### config.mk
export PLATFORM = sky130hd
export DESIGN_NAME = fetch_stage
export DESIGN_NICKNAME = d
export VERILOG_FILES = /design/src/rtl/fetch_stage.sv
export SDC_FILE = /design/constraint.sdc
export NUM_CORES = 1
export LEC_CHECK = 0
export BUFFER_PORTS_ARGS = -buffer_cell sky130_fd_sc_hd__buf_2
export CORE_MARGIN = 5
export CORE_UTILIZATION = 55
export DETAILED_ROUTE_END_ITERATION = 8
export PLACE_DENSITY = 0.93
export REMOVE_ABC_BUFFERS = 1
export SLEW_MARGIN = 20
export SYNTH_ARGS = -nofsm -noshare
export SYNTH_HDL_FRONTEND = slang
export SYNTH_SLANG_ARGS = --single-unit
export TNS_END_PERCENT = 5
### constraint.sdc
create_clock -name clk -period 5.35 [get_ports clk]
set_input_delay 1.07 -clock clk [delete_from_list [all_inputs] [get_ports clk]]
set_output_delay 1.07 -clock clk [all_outputs]
set_load 0.01 [all_outputs]
### src/rtl/fetch_stage.sv
// fetch_stage: instruction-fetch stage with IF/ID pipeline register.
//
// The stage issues one instruction-memory request at a time and waits 1..N cycles for the
// response. It buffers a returned word while IF/ID is stalled, drains stale responses after
// a redirect, and honours the hazard unit's PC enable, IF/ID enable and IF/ID flush.
//
// Optional feature: define FETCH_PERF_EN to add the perf_fetched, perf_wait and perf_flush
// counters. They wrap modulo 2^32. When the macro is undefined these ports are absent.
//
// Parameters
//   RESET_PC    PC value loaded on reset
//   NOP_INSTR   instruction word placed in IF/ID for a bubble
//
// Ports
//   clk, rst_n                       single clock; synchronous active-low reset
//   pc_src                           00 PC+4, 01 branch_target, 10 jump_target, 11 reg_target
//   branch_target/jump_target/reg_target   redirect addresses
//   PC_write, IFID_write, IF_flush   hazard controls: PC enable, IF/ID enable, IF/ID flush
//   imem_req, imem_addr              instruction-memory request
//   imem_ack, imem_rdata             instruction-memory response (rdata valid with ack)
//   pc                               current fetch PC
//   IFID_instruction/pc_plus4/valid  registered IF/ID outputs
//   fetch_busy                       waiting on memory, or holding a buffered word
//   perf_fetched/perf_wait/perf_flush  deliveries, cycles waiting on ack, flush cycles
//                                    (FETCH_PERF_EN only)
module fetch_stage #(
  parameter logic [31:0] RESET_PC  = 32'h0000_0000,
  parameter logic [31:0] NOP_INSTR = 32'h0000_0000
) (
  input  logic        clk,
  input  logic        rst_n,
  input  logic [1:0]  pc_src,
  input  logic [31:0] branch_target,
  input  logic [31:0] jump_target,
  input  logic [31:0] reg_target,
  input  logic        PC_write,
  input  logic        IFID_write,
  input  logic        IF_flush,
  output logic        imem_req,
  output logic [31:0] imem_addr,
  input  logic        imem_ack,
  input  logic [31:0] imem_rdata,
  output logic [31:0] pc,
  output logic [31:0] IFID_instruction,
  output logic [31:0] IFID_pc_plus4,
  output logic        IFID_valid,
  output logic        fetch_busy
`ifdef FETCH_PERF_EN
  ,
  output logic [31:0] perf_fetched,
  output logic [31:0] perf_wait,
  output logic [31:0] perf_flush
`endif
);

  typedef enum logic [1:0] {
    StReq   = 2'd0,
    StHold  = 2'd1,
    StDrain = 2'd2
  } state_e;

  state_e      state_q, state_d;
  logic [31:0] pc_q, pc_d;
  logic [31:0] issue_addr_q, issue_addr_d;
  logic [31:0] buf_q, buf_d;
  logic [31:0] ifid_instr_q, ifid_instr_d;
  logic [31:0] ifid_pc4_q, ifid_pc4_d;
  logic        ifid_valid_q, ifid_valid_d;

  logic [31:0] pc_plus4;
  logic [31:0] target;
  logic        redirect;
  logic        deliver;
  logic [31:0] deliver_instr;

  assign pc_plus4 = pc_q + 32'd4;  // wraps modulo 2^32
  assign redirect = (pc_src != 2'b00);

  always_comb begin
    target = pc_plus4;
    unique case (pc_src)
      2'b01:   target = branch_target;
      2'b10:   target = jump_target;
      2'b11:   target = reg_target;
      default: target = pc_plus4;
    endcase
  end

  // Next-state logic.
  always_comb begin
    state_d       = state_q;
    pc_d          = pc_q;
    issue_addr_d  = issue_addr_q;
    buf_d         = buf_q;
    ifid_instr_d  = ifid_instr_q;
    ifid_pc4_d    = ifid_pc4_q;
    ifid_valid_d  = ifid_valid_q;
    deliver       = 1'b0;
    deliver_instr = imem_rdata;

    unique case (state_q)
      StReq: begin
        // Remember the address in flight so it stays stable if we have to drain.
        issue_addr_d = pc_q;
        if (redirect) begin
          pc_d = target;
          // A response arriving this cycle belongs to the old path; consume and drop it.
          state_d = imem_ack ? StReq : StDrain;
        end else if (imem_ack && !IF_flush) begin
          if (IFID_write) begin
            deliver       = 1'b1;
            deliver_instr = imem_rdata;
          end else begin
            buf_d   = imem_rdata;
            state_d = StHold;
          end
        end
      end
      StHold: begin
        if (redirect) begin
          pc_d    = target;
          buf_d   = '0;
          state_d = StReq;
        end else if (IF_flush) begin
          // Buffered word is squashed; refetch from the held pc.
          buf_d   = '0;
          state_d = StReq;
        end else if (IFID_write) begin
          deliver       = 1'b1;
          deliver_instr = buf_q;
          buf_d         = '0;
          state_d       = StReq;
        end
      end
      StDrain: begin
        if (redirect) begin
          pc_d = target;
        end
        if (imem_ack) begin
          state_d = StReq;
        end
      end
      default: state_d = StReq;
    endcase

    // Redirects never coincide with a delivery, so this cannot override a target.
    if (deliver && PC_write) begin
      pc_d = pc_plus4;
    end

    if (IF_flush) begin
      ifid_instr_d = NOP_INSTR;
      ifid_pc4_d   = '0;
      ifid_valid_d = 1'b0;
    end else if (deliver) begin
      ifid_instr_d = deliver_instr;
      ifid_pc4_d   = pc_plus4;
      ifid_valid_d = 1'b1;
    end else if (IFID_write) begin
      ifid_instr_d = NOP_INSTR;
      ifid_pc4_d   = '0;
      ifid_valid_d = 1'b0;
    end
  end

  always_ff @(posedge clk) begin
    if (!rst_n) begin
      state_q      <= StReq;
      pc_q         <= RESET_PC;
      issue_addr_q <= RESET_PC;
      buf_q        <= '0;
      ifid_instr_q <= NOP_INSTR;
      ifid_pc4_q   <= '0;
      ifid_valid_q <= 1'b0;
    end else begin
      state_q      <= state_d;
      pc_q         <= pc_d;
      issue_addr_q <= issue_addr_d;
      buf_q        <= buf_d;
      ifid_instr_q <= ifid_instr_d;
      ifid_pc4_q   <= ifid_pc4_d;
      ifid_valid_q <= ifid_valid_d;
    end
  end

  // Request is suppressed while reset is held so nothing is issued until rst_n rises.
  assign imem_req         = rst_n && (state_q != StHold);
  assign imem_addr        = (state_q == StDrain) ? issue_addr_q : pc_q;
  assign pc               = pc_q;
  assign IFID_instruction = ifid_instr_q;
  assign IFID_pc_plus4    = ifid_pc4_q;
  assign IFID_valid       = ifid_valid_q;
  assign fetch_busy       = (state_q == StHold) || (imem_req && !imem_ack);

`ifdef FETCH_PERF_EN
  logic [31:0] perf_fetched_q, perf_wait_q, perf_flush_q;

  always_ff @(posedge clk) begin
    if (!rst_n) begin
      perf_fetched_q <= '0;
      perf_wait_q    <= '0;
      perf_flush_q   <= '0;
    end else begin
      if (deliver) begin
        perf_fetched_q <= perf_fetched_q + 32'd1;
      end
      if ((state_q != StHold) && !imem_ack) begin
        perf_wait_q <= perf_wait_q + 32'd1;
      end
      if (IF_flush) begin
        perf_flush_q <= perf_flush_q + 32'd1;
      end
    end
  end

  assign perf_fetched = perf_fetched_q;
  assign perf_wait    = perf_wait_q;
  assign perf_flush   = perf_flush_q;
`endif

endmodule

==> flow_summary.toml <==
[min_path]
hold_class = "reg -> reg"

[sta]
maxSlewHeadroom = 0.354
final-hold-violation-count = 0
fin_skew_ns = 0.00685
period_minus_slack_ns = 3.86
rsz0062_at_grt = "no"
setup_viol = 0
slew_viol_final = 0
fmax_mhz = 259
period_share = 0.722
tightest_slew_ns = 0.969
finalSetupTns_ns = 0

[synthesis]
yosysWarnings = 0
yosysMostFrequentCell = "dfxtp_1"
synth_largest_area_cell = "dfxtp_1"
synth_cell_types = 56
ys_ff_latch = 163
synth_top_area_frac = 0.394
avgSynthCellArea_um2 = 8.77
synthArstFlopShare = 0
synthCells = 945
synth_edf_count = 0
syn-cell-area_um2 = 8290
seq_area_frac_synth = 0.394
synthFlopType = "dfxtp_1"
synth_common_cells = "dfxtp_1, nand2_1, a22o_1"
netlist_top_cells_area = "dfxtp_1, mux2_2, a22o_1, nand2_1, a22oi_1"

[clock_tree]
clock_path_buffers = 2
cts_root_buf = "clkbuf_16"
cts_resized = 0
postCtsHoldBufs = 0
cts.sinks = 163
cts_buffers = 17
htreeDepth = 4
cts_tree = "yes"
clk_pin_slew_worst_paths_ns = 0.07
post-cts-setup-buffer-count = 0
clock_latency_ns = 0.43

[critical_path]
crit_path_start_kind = "input port"
end_kind = "flop"
path_class = "in -> reg"
cp.arrival_ns = 4.19
worstPathRequired_ns = 5.68
crit_fanout = 38

[routing]
top_layer_used = "met5"
vias = 8507
wl_met2_mm = 13.5
final_antenna_net_count = 0
wl_per_cell_um = 20.5
drt_iter0_drc = 969
drc = 0
wl_mm = 27.6
routed_via_density = 6.32
met1Wirelength_mm = 10.1
dr.pass1.iters = 5
wl_met3_mm = 3.14

[floorplanning]
die_width_um = 133
ios = 267
dieArea_um2 = 17600
core_area_um2 = 14600
initial_core_util = 0.566
fp-row-count = 44
die_h_um = 133

[global_route]
overflow = 0
antenna_found_initial = 4
grt_use_total = 0.301
grt_max_degree = 52
grt_pass1_vias = 8184
grt_pass1_wl_mm = 43.3

[cells_and_area]
instances_no_fill = 1346
drive_gt1_frac = 0.342
num-nets-final = 1283
nFillCells = 1114
synthToLayoutAreaGrowth_pct = 23.1

[placement]
dp.cells = 1311
io_buffer_count = 266
post-dp-hpwl_mm = 18.5
gp_congestion = 0.894

[power]
power_density_nw_per_um2 = 303
irDropWorstVdd_mv = 0.233
p_leak_nw = 4.44

[status]
status = "finished, final reports clean"

[run]
drv_cap = 0
## final timing paths
check	start	to	slack [ns]	cells after the start
worst max-delay path	pc_src[0]	IFID_pc_plus4[21]	1.49	7
worst min-delay path	IFID_pc_plus4[31]	IFID_pc_plus4[31]	0.45	2
worst max register to register	state_q[0]	IFID_pc_plus4[21]	2.53	5
worst min register to register	IFID_pc_plus4[31]	IFID_pc_plus4[31]	0.45	2
## through the flow
stage	total power [W]	util	setup slack, ns	area, µm²	hold slack [ns]
6_report	0.00310	0.697	1.49	10200	0.446
5_1_grt	0.00320	0.697	1.21	10200	0.469
4_1_cts	0.00310	0.697	1.49	10200	0.447
3_5_place_dp	0.00175	0.651	1.10	9540	0.437
3_3_place_gp	0.00173	0.651	1.20	9530	0.431
2_1_floorplan	0.00155	-	1.25	7860	0.432
## metal layers
layer	vias up	track usage
met5	-	0
met4	4	0.118
met3	79	0.103
met2	548	0.511
met1	4015	0.350
li1	3861	-
## registers in the layout, indices dropped and copies added, names as in the netlist
name              cells
IFID_valid            1
state_q               2
IFID_pc_plus4        32
pc                   32
issue_addr_q         32
buf_q                32
IFID_instruction     32
## placed cells by master, fill, tap and decap left out, types with 17 or more instances in the layout
master     synthesis  routed
a21oi_1           68      67
nand4_1           17      17
clkbuf_16          0      17
a22oi_1           55      55
nor2_1            64      61
nand3_1           26      26
dfxtp_1          163     163
mux2_2            56      56
o21ai_0           38      38
nand2_1          122     122
buf_2             33     266
a22o_1            69      69
a21o_1            33      33
## cell type report
| class | count | area [µm²] | share of cell area |
|---|---|---|---|
| clock buffer | 21 | 460 | 0.0451 |
| clock inverter | 11 | 200 | 0.0196 |
| tap | 184 | 230 | 0.0225 |
| multi-input combinational | 682 | 4610 | 0.452 |
| inverter | 4 | 15.0 | 0.00147 |
| sequential | 163 | 3260 | 0.320 |
| antenna | 3 | 7.51 | 0.000735 |
| timing repair buffer | 278 | 1420 | 0.139 |
## logic make-up (layout without fill, tap and decap cells)
group	count (synthesis)	in the layout	synth area share
other	0	3	0
buffers and inverters	100	314	0.0537
and+or+nand+nor	277	277	0.161
adders and majority gates	1	1	0.00151
xor gates and xnor gates	28	28	0.0296
DFF	163	163	0.394
AOI/OAI and AO/OA	310	310	0.262
muxes	66	66	0.0990
## power by group
part	internal, W	switching [W]
combinational	0.000188	0.000222
sequential	0.00125	0.0000660
clock	0.000857	0.000510
## critical path, cell delays in order
cell	delay (ns)
buf_2	0.41
or2_1	0.35
buf_4	0.27
nor4_4	0.50
and2_1	0.62
nand2b_1	0.58
o21ai_0	0.36
(Power assumes the default switching activity.)
